## src/rtl/div_pkg.sv

```systemverilog
// div_pkg: shared state encoding and constants for the radix-2 restoring divider.
package div_pkg;
  typedef enum logic [1:0] {IDLE, BUSY, FIX, DONE} div_state_e;
  localparam int DIV_WIDTH = 32;
  localparam logic [DIV_WIDTH-1:0] DIV_ZERO_QUOT = '1;
endpackage

```

## src/rtl/div_step.sv

```systemverilog
// div_step: one combinational restoring iteration (shift in a dividend bit, trial-subtract the divisor).
module div_step #(
  parameter int WIDTH = 32
) (
  input  logic [WIDTH-1:0] rem,
  input  logic [WIDTH-1:0] divisor,
  input  logic             inBit,
  output logic [WIDTH-1:0] nextRem,
  output logic             qBit
);
  logic [WIDTH:0] shifted;
  assign shifted = {rem, inBit};
  assign qBit = shifted >= {1'b0, divisor};
  assign nextRem = WIDTH'(qBit ? shifted - {1'b0, divisor} : shifted);
endmodule

```

## src/rtl/div_unit.sv

```systemverilog
// div_unit: iterative DIV/DIVU unit beside EXU, quotient to Lo and remainder to Hi; DIV_EARLY_EXIT_EN skips iteration when |dividend| < |divisor|.
module div_unit
  import div_pkg::*;
#(
  parameter int WIDTH = DIV_WIDTH,
  parameter int CNT_W = 6
) (
  input  logic             clk,
  input  logic             rst,
  input  logic             start,
  input  logic             signed_i,
  input  logic [WIDTH-1:0] dividend_i,
  input  logic [WIDTH-1:0] divisor_i,
  input  logic             cancel,
  output logic             busy,
  output logic             done,
  output logic [WIDTH-1:0] wLoData,
  output logic             wlo,
  output logic [WIDTH-1:0] wHiData,
  output logic             whi,
  output logic             div_zero
);
  localparam logic [WIDTH-1:0] ZERO_QUOT = {WIDTH{&DIV_ZERO_QUOT}};
  div_state_e state;
  logic [CNT_W-1:0] cnt;
  logic [WIDTH-1:0] rem, quot, dvsr, aMag, bMag, nextRem;
  logic qBit, aNeg, bNeg, quotNeg, remNeg, earlyExit;
  assign aNeg = signed_i & dividend_i[WIDTH-1];
  assign bNeg = signed_i & divisor_i[WIDTH-1];
  assign aMag = aNeg ? -dividend_i : dividend_i;
  assign bMag = bNeg ? -divisor_i : divisor_i;
`ifdef DIV_EARLY_EXIT_EN
  assign earlyExit = aMag < bMag;
`else
  assign earlyExit = 1'b0;
`endif
  assign busy = state != IDLE;
  assign done = state == DONE;
  assign wlo = done;
  assign whi = done;
  // quot doubles as the dividend shift register: MSB feeds the step, quotient bits enter at the LSB
  div_step #(.WIDTH(WIDTH)) uStep (
    .rem(rem),
    .divisor(dvsr),
    .inBit(quot[WIDTH-1]),
    .nextRem(nextRem),
    .qBit(qBit)
  );
  always_ff @(posedge clk) begin
    if (!rst) begin
      state <= IDLE;
      cnt <= '0;
      rem <= '0;
      quot <= '0;
      dvsr <= '0;
      quotNeg <= 1'b0;
      remNeg <= 1'b0;
      div_zero <= 1'b0;
      wLoData <= '0;
      wHiData <= '0;
    end else begin
      case (state)
        IDLE: if (start) begin
          quot <= aMag;
          dvsr <= bMag;
          rem <= '0;
          cnt <= '0;
          quotNeg <= aNeg ^ bNeg;
          remNeg <= aNeg;
          div_zero <= bMag == '0;
          if (bMag == '0 || earlyExit) begin
            state <= DONE;
            wLoData <= bMag == '0 ? ZERO_QUOT : '0;
            wHiData <= dividend_i;
          end else begin
            state <= BUSY;
          end
        end
        BUSY: if (cancel) begin
          state <= IDLE;
        end else begin
          rem <= nextRem;
          quot <= {quot[WIDTH-2:0], qBit};
          cnt <= cnt + 1'b1;
          state <= cnt == CNT_W'(WIDTH - 1) ? FIX : BUSY;
        end
        FIX: if (cancel) begin
          state <= IDLE;
        end else begin
          wLoData <= quotNeg ? -quot : quot;
          wHiData <= remNeg ? -rem : rem;
          state <= DONE;
        end
        DONE: state <= IDLE;
      endcase
    end
  end
endmodule
```

## config.mk

```make
export PLATFORM = sky130hd
export DESIGN_NAME = div_unit
export DESIGN_NICKNAME = d
export VERILOG_FILES = /design/src/rtl/div_pkg.sv /design/src/rtl/div_step.sv /design/src/rtl/div_unit.sv
export SDC_FILE = /design/constraint.sdc
export NUM_CORES = 1
export LEC_CHECK = 0
export CORE_UTILIZATION = 25
export DETAILED_ROUTE_END_ITERATION = 10
export PLACE_DENSITY = 0.43
export SLEW_MARGIN = 20
export SYNTH_ARGS = -nofsm -noshare
export SYNTH_HDL_FRONTEND = slang
export SYNTH_SLANG_ARGS = --single-unit
export TNS_END_PERCENT = 50
```

## constraint.sdc

```tcl
create_clock -name clk -period 9.3 [get_ports clk]
set_clock_uncertainty 0.05 [all_clocks]
set_input_delay 1.86 -clock clk [delete_from_list [all_inputs] [get_ports clk]]
set_output_delay 1.86 -clock clk [all_outputs]
set_load 0.1 [all_outputs]
```

* Yosys cells after proc, flatten, opt, wreduce, memory -nomap -nowiden
Index checks and enable logic that the tools add are counted.
** Storage, ports and cells
- Word-level logic and storage cells :: 64
- Input port bits :: 69
- Output and inout port bits :: 69
- Register bits after elaboration :: 171
** Operators by class
- Multiplexer cells :: 28
- Reduce and logical (&&, ||, !) cells :: 8
- Add/subtract/negate cells :: 6
- Magnitude comparators :: 1
- Bitwise operators :: 3
- Equality and inequality tests :: 8
** Operators by type and width (number)
- 2-to-1 mux 32 bit :: 15
- one-hot mux 32 bit (2 select lines) :: 4
- negator 32 bit :: 4
- greater-or-equal comparator 33 x 32 -> 1 bit :: 1
- zero test 32 bit :: 1
- subtractor 32 bit :: 1
- 2-to-1 mux 6 bit :: 2
- one-hot mux 6 bit (2 select lines) :: 1
- 2-to-1 mux 2 bit :: 5
- != test 2 bit, second input constant :: 4
- one-hot mux 2 bit (4 select lines) :: 1
- adder 6 x 1 -> 6 bit, second input constant :: 1
- == test 6 x 5 -> 1 bit, second input constant :: 1
- nonzero test 2 bit :: 3
- == test 2 bit, second input constant :: 2
- AND reduction 4 bit :: 1
- AND reduction 3 bit :: 1
- AND 1 bit :: 2
- == test 2 x 1 -> 1 bit, second input constant :: 1
- zero test 2 bit :: 1
- AND reduction 2 bit :: 1
- XOR 1 bit :: 1

* Depth between registers and ports, before layout
Gate-level depths: netlist (run 1).
- Depth in word-level cells :: 6
- Mapped depth :: 14
- Gate-level depth less buffers :: 13

* Modules after synthesis
From an unflattened synthesis (run 1), not the netlist that was laid out.
** Unflattened totals
- Cell total of the unflattened synthesis :: 1664
- Area total of the unflattened synthesis :: 12311.8 um2
** By module, submodules not included
- div_unit :: cells an instance 1302, sequential area each 3423.3 um2, area each 9950.8 um2, instances 1
- div_step :: cells an instance 362, sequential area each 0.0 um2, area each 2361.0 um2, instances 1

* Worst setup path before layout (run 1)
No wires, ideal clock.
- Path kind :: input-to-reg
- From :: in divisor_i[20]
- To :: reg wHiData[16]
- Buffers on the path :: 2
- Arrival time :: 4.253 ns
- Setup slack :: 4.917 ns
- Cell stages on the path :: 11
- Cell sequence :: clkbuf_1 nor4_1 nor2b_1 nand4_2 o31ai_4 xor2_2 nand3_1 o31ai_4 buf_6 a21oi_1 a211oi_2
** Between the ends
- Cells in the longest elaborated chain, start to end :: 5
** Ends and longest elaborated chain
- start: declaration :: line div_unit.sv:13 : input logic [WIDTH-1:0] divisor_i,
- negator 32 bit :: line div_unit.sv:31 : assign bMag = bNeg ? -divisor_i : divisor_i;
- 2-to-1 mux 32 bit (*) :: line div_unit.sv:31
- zero test 32 bit (*) :: line div_unit.sv:71 : if (bMag == '0 || earlyExit) begin
- != test 2 bit (no source line) (*)
- AND reduction 4 bit (no source line) (*)
- end signal: assignment :: line div_unit.sv:74 : wHiData <= dividend_i;
- end signal: assignment :: line div_unit.sv:91 : wHiData <= remNeg ? -rem : rem;
- end: declaration :: line div_unit.sv:19 : output logic [WIDTH-1:0] wHiData,
Mark *: on every way between the ends. The rest lies on a longest branch, timed or not.
A chain may end at the register's enable or synchronous reset.

* Worst setup path in the final report (run 1)
- From :: in divisor_i[8]
- To :: reg wLoData[8]
** Between the ends
- Cells in the longest elaborated chain, start to end :: 5
** Ends and longest elaborated chain
- negator 32 bit :: line div_unit.sv:31
- 2-to-1 mux 32 bit (*) :: line div_unit.sv:31
- zero test 32 bit (*) :: line div_unit.sv:71, div_unit.sv:73
- != test 2 bit (no source line) (*)
- AND reduction 4 bit (no source line) (*)
- end signal: assignment :: line div_unit.sv:73 : wLoData <= bMag == '0 ? ZERO_QUOT : '0;
- end signal: assignment :: line div_unit.sv:90 : wLoData <= quotNeg ? -quot : quot;
- end: declaration :: line div_unit.sv:17 : output logic [WIDTH-1:0] wLoData,
Marked as above.

==> results of run 1 <==
-- flip-flops by register name (all words and copies together), names as in the netlist --
name      cells
remNeg        1
state         2
quot         32
dvsr         32
rem          32
wLoData      32
div_zero      1
wHiData      32
quotNeg       1
cnt           6
-- cell usage after synthesis, types with 9 or more instances --
master    instances  area (um2)
a31oi_1          10        62.6
or3_1            26         163
or4_1            10        75.1
nand2_1         174         653
a311oi_1         10        87.6
nor4_1           14        87.6
clkbuf_1         83         312
a21oi_1         113         566
nand2b_1          9        56.3
nand3_1          46         230
a21o_1           17         128
xor2_1           67         587
o21ai_0         104         521
nor2_1          147         552
o221a_2          31         349
o31ai_1          23         173
a211oi_1         49         368
ha_1             37         463
o211ai_1         54         405
nor3_1           28         140
dfxtp_1         171        3420
nand4_1          12        75.1
xnor2_1          78         683
inv_1            58         218
o41ai_1          10        87.6
a211oi_2          9         113
-- area by class of cell --
| type | count | share of cell area |
|---|---|---|
| clock buffer | 17 | 0.0299 |
| clock inverter | 14 | 0.0112 |
| inverter | 58 | 0.0154 |
| multi-input combinational | 1199 | 0.543 |
| sequential | 171 | 0.240 |
| tap | 607 | 0.0533 |
| timing repair buffer | 155 | 0.107 |
-- final timing paths --
kind | startpoint | to | slack [ns] | cells past startpoint
max | divisor_i[8] | wLoData[8]$_SDFFE_PN0P_ | 4.07 | 12
max reg2reg | rem[2]$_SDFFE_PN0P_ | rem[2]$_SDFFE_PN0P_ | 5.33 | 10
min reg2reg | wHiData[23]$_SDFFE_PN0P_ | wHiData[23]$_SDFFE_PN0P_ | 0.43 | 2
min | wHiData[23]$_SDFFE_PN0P_ | wHiData[23]$_SDFFE_PN0P_ | 0.43 | 2
-- worst max-delay path, stage by stage --
cell,delay (ns)
clkdlybuf4s50_1,0.54
or4_1,0.66
nor4_4,0.42
a21oi_1,0.14
xnor2_1,0.25
o2111ai_1,0.19
and4b_1,0.35
a31oi_2,0.10
buf_4,0.23
nor2_4,0.34
buf_12,0.24
o221a_2,0.21
-- layer usage --
metal  GRT usage  share of wire  up-vias
met5           0              0        -
met2       0.276           0.45      252
met3      0.0284          0.041       35
met1       0.242           0.49     5482
met4      0.0435          0.015        0
li1            -              -     5743
-- power breakdown --
part / switching [mW] / leakage [nW] / internal (mW) / total (mW)
registers: 0.0310 / 1.39 / 0.758 / 0.789
clock network: 0.342 / 0.279 / 0.401 / 0.742
logic: 0.237 / 3.51 / 0.146 / 0.383
total: 0.609 / 5.18 / 1.31 / 1.91
-- kinds of logic after synthesis --
kind of cell	Yosys count	synth area share
AND/OR/NAND/NOR	512	0.204
AO/OA/AOI/OAI	497	0.294
multiplexers	6	0.00509
buffers and inverters	163	0.0559
XOR/XNOR	146	0.109
adder cells (fa/ha/maj)	38	0.0409
flip-flops	171	0.290
-- metrics by stage --
stage / setup slack, ns / cells / hold slack (ns)
2_1_floorplan: 4.92 / 1533 / 0.386
3_3_place_gp: 3.21 / 2189 / 0.423
3_5_place_dp: 3.19 / 2189 / 0.424
4_1_cts: 3.68 / 2220 / 0.433
5_1_grt: 3.85 / 2221 / 0.453
6_report: 4.07 / 2221 / 0.429
==> results.py, run 1 <==
metrics = {
    "hold_path": {
        "hp-class": "flip-flop to flip-flop",
    },
    "global_routing": {
        "grt_pass1_vias": 10900,
        "grt_max_degree": 69,
        "overflow": 0,
        "antenna_found_initial": 0,
        "grtUsageTotal": 0.174,
        "grt_pass1_wl_um": 64500,
    },
    "sta": {
        "fin_crit_ns": 5.23,
        "fin_crit_sh": 0.562,
        "hold_violations": 0,
        "fin_setup_tns_ns": 0,
        "setup_viol": 0,
        "rsz0062_at_grt": "no",
        "max_freq_mhz": 191,
        "relSlewSlack": 0.318,
        "worstMarginPinSlew_ns": 1.02,
        "slew_violations": 0,
    },
    "die": {
        "start_util": 0.253,
        "ios": 138,
        "coreArea_um2": 46600,
        "die_y_um": 219,
        "rows": 79,
        "die_w_um": 219,
        "die_area_um2": 48100,
    },
    "setup_path": {
        "worst_setup_path_start_kind": "input port",
        "worst-path-max-fanout": 33,
        "required_ns": 9.65,
        "cp-end-kind": "flip-flop",
        "critical_path_class": "input port to flip-flop",
        "arrival_ns": 5.58,
    },
    "cells_and_area": {
        "nFillCells": 4964,
        "fin_nets": 1709,
        "seqCellArea_um2": 3420,
        "final_cell_mix": "nand2_1, dfxtp_1, nor2_1",
        "final_cell_area_um2": 14200,
        "area_growth_pct": 20.8,
        "multi_input_area_um2": 7740,
        "drive_gt1_frac": 0.0762,
        "num_antenna_cells": 0,
        "final_common_cell": "nand2_1",
        "fin_util": 0.306,
    },
    "clock_tree": {
        "cts-resized-gates": 0,
        "insertion_delay_ns": 0.46,
        "cts_hold_buffers": 0,
        "tritoncts": "yes",
        "clk_pin_slew_ns": 0.07,
        "cts_num_sinks": 171,
        "cts_setup_buffers": 0,
        "cts_buffer_depth": 2,
        "cts_buffers": 17,
        "htreeDepth": 4,
        "root_buffer": "clkbuf_16",
    },
    "routing": {
        "drt_iter0_drc": 950,
        "finalWirelength_um": 41600,
        "antenna_left": 0,
        "dr.pass1.iters": 5,
        "vias": 11500,
        "drc_errors": 0,
        "routedWlPerCell_um": 18.8,
        "viasPerCell": 5.18,
    },
    "placed_design": {
        "port_buffers": 137,
        "hpwlAfterDp_um": 32000,
        "routabilityCongestion": 0.847,
        "placedInstanceArea_um2": 13600,
    },
    "power_and_ir_drop": {
        "leakage_nw": 5.18,
        "fin_total_pwr_mw": 1.91,
        "power.density_nw_per_um2": 134,
        "ir_worst_vdd_mv": 0.130,
    },
    "synth": {
        "synth_cell_type_count": 79,
        "avgSynthCellArea_um2": 7.69,
        "synthCells": 1533,
        "synth_ff_type": "dfxtp_1",
        "syn_nets": 1640,
        "synth_edf_count": 0,
        "ys_ff_latch": 171,
        "async_flop_share": 0,
        "ys_seq_area_frac": 0.290,
        "netlist_area_um2": 11800,
        "synth_warnings": 0,
    },
    "job": {
        "cap_violations": 0,
    },
    "outcome": {
        "outcome": "completed",
    },
}
(Power assumes the default switching activity.)
==> inputs of run 2 (changes only) <==
--- a/config.mk
+++ b/config.mk
@@ -7,7 +7,7 @@
 export LEC_CHECK = 0
 export CORE_UTILIZATION = 25
 export DETAILED_ROUTE_END_ITERATION = 10
-export PLACE_DENSITY = 0.43
+export PLACE_DENSITY = 0.44
 export SLEW_MARGIN = 20
 export SYNTH_ARGS = -nofsm -noshare
 export SYNTH_HDL_FRONTEND = slang
==> constraint.sdc (replaced) <==
create_clock -name clk -period 4.5 [get_ports clk]
set_clock_uncertainty 0.05 [all_clocks]
set_input_delay 0.9 -clock clk [delete_from_list [all_inputs] [get_ports clk]]
set_output_delay 0.9 -clock clk [all_outputs]
set_load 0.1 [all_outputs]
==> run 2 against run 1 <==
  * Critical path depth unchanged
  * Power grew 110%
  * Worst setup slack worse by 3.7 ns
  * Critical path type unchanged
  * Via count increased by 2.2%
  * Highest routed layer unchanged
  * Clock power is 110% higher
==> results.py, run 2 (synthesis results as in run 1) <==
metrics = {
    "outcome": {
        "outcome": "completed",
    },
    "global_routing": {
        "grt_pass1_vias": 11100,
        "overflow": 0,
        "antenna_found_initial": 0,
        "grtUsageTotal": 0.176,
        "grt_max_degree": 69,
        "grt_pass1_wl_um": 65400,
    },
    "routing": {
        "vias": 11800,
        "viasPerCell": 5.09,
        "drt_iter0_drc": 838,
        "wirelength_met1_um": 20900,
        "drc_errors": 0,
        "highest_layer": "met4",
        "routedWlPerCell_um": 18.3,
        "finalWirelength_um": 42400,
        "met3_length_um": 1720,
        "dr_wl_met2_um": 19200,
        "antenna_left": 0,
        "dr.pass1.iters": 5,
    },
    "placed_design": {
        "routabilityCongestion": 0.850,
        "placedInstanceArea_um2": 14300,
        "dp_slack_ns": -0.131,
        "port_buffers": 137,
        "hpwlAfterDp_um": 33100,
    },
    "clock_tree": {
        "cts_buffers": 17,
        "tritoncts": "yes",
        "clk_pin_slew_ns": 0.07,
        "cts_hold_buffers": 0,
        "htreeDepth": 4,
        "cts_buffer_depth": 2,
        "cts-resized-gates": 0,
        "cts_num_sinks": 171,
        "root_buffer": "clkbuf_16",
        "cts_setup_buffers": 0,
        "insertion_delay_ns": 0.44,
    },
    "sta": {
        "rsz0062_at_grt": "no",
        "slew_violations": 0,
        "max_freq_mhz": 241,
        "fin_crit_sh": 0.921,
        "hold_violations": 0,
        "layout_setup_ws_ns": 0.354,
        "setup_viol": 0,
        "worstMarginPinSlew_ns": 1.02,
        "relSlewSlack": 0.319,
        "fin_crit_ns": 4.15,
    },
    "cells_and_area": {
        "num_antenna_cells": 0,
        "drive_gt1_frac": 0.124,
        "fin_nets": 1798,
        "final_common_cell": "nand2_1",
        "final_cell_area_um2": 14900,
        "nFillCells": 4929,
        "area_growth_pct": 26.6,
        "final_cell_mix": "nand2_1, dfxtp_1, nor2_1",
    },
    "setup_path": {
        "cp-end-kind": "flip-flop",
        "worst_setup_path_start_kind": "input port",
        "arrival_ns": 4.39,
        "required_ns": 4.74,
        "critical_path_class": "input port to flip-flop",
        "worst-path-max-fanout": 35,
    },
    "power_and_ir_drop": {
        "fin_total_pwr_mw": 4.01,
        "ir_worst_vdd_mv": 0.268,
        "leakage_nw": 5.63,
        "power.density_nw_per_um2": 268,
    },
    "die": {
        "die_area_um2": 48100,
        "rows": 79,
        "die_y_um": 219,
        "start_util": 0.253,
        "ios": 138,
        "die_w_um": 219,
        "coreArea_um2": 46600,
    },
    "hold_path": {
        "hp-class": "flip-flop to flip-flop",
    },
    "job": {
        "cap_violations": 0,
    },
}
[run 2: metrics by stage]
step           cells  utilization  hold slack (ns)  TNS (ns)
2_1_floorplan   1533            -            0.386         0
3_3_place_gp    2279        0.308            0.403     -2.55
3_5_place_dp    2279        0.308            0.402     -3.30
4_1_cts         2311        0.321            0.412         0
5_1_grt         2311        0.321            0.421         0
6_report        2311        0.321            0.407         0
[run 2: layer usage]
layer,up-vias,global-route usage
li1,5913,-
met2,268,0.282
met3,30,0.0265
met5,-,0
met1,5554,0.245
met4,0,0.0426
[run 2: power breakdown]
part	internal (mW)	switching, mW
combinational	0.349	0.503
sequential	1.57	0.0612
clock	0.844	0.682
total	2.76	1.25
[run 2: area by class of cell]
| class | count | area, um2 | area share |
|---|---|---|---|
| inverters | 58 | 219 | 0.0147 |
| well taps | 607 | 759 | 0.0509 |
| multi-input cells | 1199 | 7730 | 0.518 |
| clock inverters | 14 | 159 | 0.0106 |
| flip-flops and latches | 171 | 3420 | 0.229 |
| clock buffers | 18 | 439 | 0.0294 |
| repair buffers | 244 | 2200 | 0.147 |
[run 2: worst max-delay path, stage by stage]
cell	delay [ns]
clkdlybuf4s50_1	0.49
nor4_4	0.40
nand3_1	0.18
buf_4	0.17
nor4_1	0.29
a31oi_1	0.08
a221oi_1	0.36
and4b_1	0.28
a31oi_2	0.16
nor2_4	0.78
buf_12	0.22
a211oi_2	0.06
[run 2: path summary, 6_finish.rpt]
path,depth (start not counted),slack (ns),to,startpoint
worst max-delay path,12,0.35,wHiData[16]$_SDFFE_PN0P_,divisor_i[11]
worst min register to register,2,0.41,div_zero$_SDFFE_PN0P_,div_zero$_SDFFE_PN0P_
worst min-delay path,2,0.41,div_zero$_SDFFE_PN0P_,div_zero$_SDFFE_PN0P_
worst max register to register,9,0.71,rem[2]$_SDFFE_PN0P_,rem[21]$_SDFFE_PN0P_
==> inputs of run 3 (changes only) <==
--- a/config.mk
+++ b/config.mk
@@ -7,6 +7,7 @@
 export LEC_CHECK = 0
 export CORE_UTILIZATION = 25
 export DETAILED_ROUTE_END_ITERATION = 10
+export GPL_TIMING_DRIVEN = 0
 export PLACE_DENSITY = 0.44
 export SLEW_MARGIN = 20
 export SYNTH_ARGS = -nofsm -noshare
==> run 3 against run 2 <==
  * Critical path depth fell by 2
  * Power decreased by 0.83%
  * Non-clock buffer count fell by 4
  * Global-route usage is 1.5 points higher
  * Highest routed layer unchanged
  * Sequential share of layout area grew 0.66 points
  * Flip-flop and latch count unchanged
  * Core utilization down 0.90 points
  * Worst setup slack worse by 0.15 ns
  * Count of clock-buffer cells in the layout shrank 1
  * Critical path type unchanged
  * Maximum frequency shrank 3.5%
  * Register-to-register slack got worse by 0.31 ns
==> results.py, run 3 (synthesis results as in run 1) <==
metrics = {
    "die": {
        "ios": 138,
        "start_util": 0.253,
        "die_area_um2": 48100,
        "die_y_um": 219,
        "coreArea_um2": 46600,
        "rows": 79,
        "die_w_um": 219,
    },
    "sta": {
        "worstMarginPinSlew_ns": 1.01,
        "fin_crit_ns": 4.30,
        "slew_violations": 0,
        "fin_crit_sh": 0.955,
        "hold_ws_ns": 0.412,
        "relSlewSlack": 0.323,
        "hold_violations": 0,
        "max_freq_mhz": 233,
        "setup_viol": 0,
        "rsz0062_at_grt": "no",
    },
    "cells_and_area": {
        "final_cell_area_um2": 14500,
        "final_cell_mix": "nand2_1, dfxtp_1, nor2_1",
        "num_antenna_cells": 0,
        "final_common_cell": "nand2_1",
        "fin_util": 0.312,
        "fin_nets": 1794,
        "nFillCells": 5082,
        "drive_gt1_frac": 0.0689,
        "area_growth_pct": 23.0,
    },
    "setup_path": {
        "path_cells": "clkdlybuf4s50_1, nor3_1, nand3_1, o41ai_2, xnor2_1, a2111oi_2, and4b_1, a31oi_4, a2111oi_0, nor3_1",
        "cp-end-kind": "flip-flop",
        "arrival_ns": 4.56,
        "worst_setup_path_start_kind": "input port",
        "cp_common_cell": "nor3_1",
        "critPathBufInv": 1,
        "crit_family": "compound AO/OA/AOI/OAI gates",
        "cpMaxStageDelayCell": "nor3_1",
        "cp-startpoint": "divisor_i[0]",
        "critical-path-max-stage-delay_ns": 0.72,
        "required_ns": 4.76,
        "r2r_start": "rem[1]$_SDFFE_PN0P_",
        "critical_path_class": "input port to flip-flop",
        "worst-path-max-fanout": 8,
    },
    "global_routing": {
        "overflow": 0,
        "grt_pass1_wl_um": 69800,
        "antenna_found_initial": 0,
        "grtUsageTotal": 0.191,
        "grt_max_degree": 18,
        "grt_pass1_vias": 11400,
    },
    "routing": {
        "dr.pass1.iters": 6,
        "wirelength_met1_um": 22000,
        "viasPerCell": 5.23,
        "finalWirelength_um": 45900,
        "highest_layer": "met4",
        "drt_iter0_drc": 822,
        "dr_wl_met2_um": 20700,
        "vias": 12100,
        "routedWlPerCell_um": 19.9,
        "antenna_left": 0,
        "met3_length_um": 2440,
        "drc_errors": 0,
    },
    "power_and_ir_drop": {
        "p_int_mw": 2.65,
        "leakage_nw": 5.28,
        "ir_worst_vdd_mv": 0.266,
        "power.density_nw_per_um2": 274,
        "p_clk_frac": 0.383,
        "switching_share": 0.332,
        "seq_power_share": 0.409,
        "p_switching_mw": 1.32,
        "p_comb_frac": 0.207,
    },
    "placed_design": {
        "placedInstanceArea_um2": 13900,
        "port_buffers": 132,
        "routabilityCongestion": 0.888,
        "hpwlAfterDp_um": 37100,
    },
    "clock_tree": {
        "insertion_delay_ns": 0.46,
        "cts_buffers": 17,
        "cts_num_sinks": 171,
        "tritoncts": "yes",
        "root_buffer": "clkbuf_16",
        "cts_buffer_depth": 2,
        "clk_pin_slew_ns": 0.07,
        "htreeDepth": 4,
    },
    "outcome": {
        "outcome": "completed",
    },
    "hold_path": {
        "hp-class": "flip-flop to flip-flop",
        "holdCritStartpoint": "div_zero$_SDFFE_PN0P_",
    },
    "job": {
        "cap_violations": 0,
    },
}
==> run 3: cell count changes in the layout (fill, tap and decap cells not counted), moves of 2 or more <==
| cell | previous run | this run |
|---|---|---|
| buf_1 | 0 | 8 |
| buf_2 | 0 | 5 |
| buf_4 | 105 | 9 |
| buf_6 | 0 | 2 |
| clkbuf_1 | 0 | 81 |
| clkbuf_2 | 0 | 2 |
| clkdlybuf4s50_1 | 137 | 132 |
| clkinv_4 | 4 | 0 |
| inv_8 | 0 | 3 |
| nor2_1 | 145 | 147 |
| nor2_2 | 2 | 0 |
==> run 3: tightest hold or removal path: stages (launching register included) <==
cell and delay (ns):
dfxtp_1 0.31, nand2_1 0.05, a21oi_1 0.05
==> run 3: timing repair <==
action / 4_1_cts / 5_1_grt
resized for setup: 0 / 7
setup endpoints to repair: 1 / 62
pin swaps: 1 / 1
buffers inserted: 2 / 1
hold buffers: 0 / 0
gates cloned: 0 / 0
==> run 3: metrics by stage <==
stage | setup slack, ns | total power [mW] | instances | setup TNS [ns]
final | 0.203 | 3.97 | 2306 | 0
after floorplan | 1.08 | 2.17 | 1533 | 0
after CTS | 0.0378 | 4.01 | 2305 | 0
after global routing | 0.0386 | 4.16 | 2306 | 0
after global placement | -0.553 | 2.48 | 2272 | -25.61
after detailed placement | -0.504 | 2.48 | 2272 | -24.77
==> run 3: cell type report <==
| cell class | instances | area (um2) | area share |
|---|---|---|---|
| multi-input combinational | 1199 | 7730 | 0.533 |
| sequential | 171 | 3420 | 0.236 |
| timing repair buffer | 135 | 1360 | 0.0935 |
| tap | 607 | 759 | 0.0523 |
| buffer | 105 | 444 | 0.0306 |
| clock buffer | 17 | 425 | 0.0293 |
| inverter | 58 | 218 | 0.0150 |
| clock inverter | 14 | 153 | 0.0105 |
==> run 3: power groups by stage <==
stage / sequential [mW] / combinational (mW) / clock (mW)
floorplan: 1.64 / 0.529 / 0
global placement: 1.66 / 0.820 / 0
detailed placement: 1.66 / 0.819 / 0
CTS: 1.63 / 0.825 / 1.56
global route: 1.64 / 0.911 / 1.62
finish: 1.63 / 0.823 / 1.52
==> run 3: worst paths after layout <==
check,to,slack [ns],cells past startpoint
max,wHiData[20]$_SDFFE_PN0P_,0.20,10
min,div_zero$_SDFFE_PN0P_,0.41,2
max reg2reg,rem[21]$_SDFFE_PN0P_,0.40,12
min reg2reg,div_zero$_SDFFE_PN0P_,0.41,2
==> run 3: metal layers <==
layer  vias to the layer above  track usage
met2                       343        0.310
li1                       5906            -
met4                         0       0.0493
met3                        45       0.0315
met1                      5765        0.261
met5                         -            0
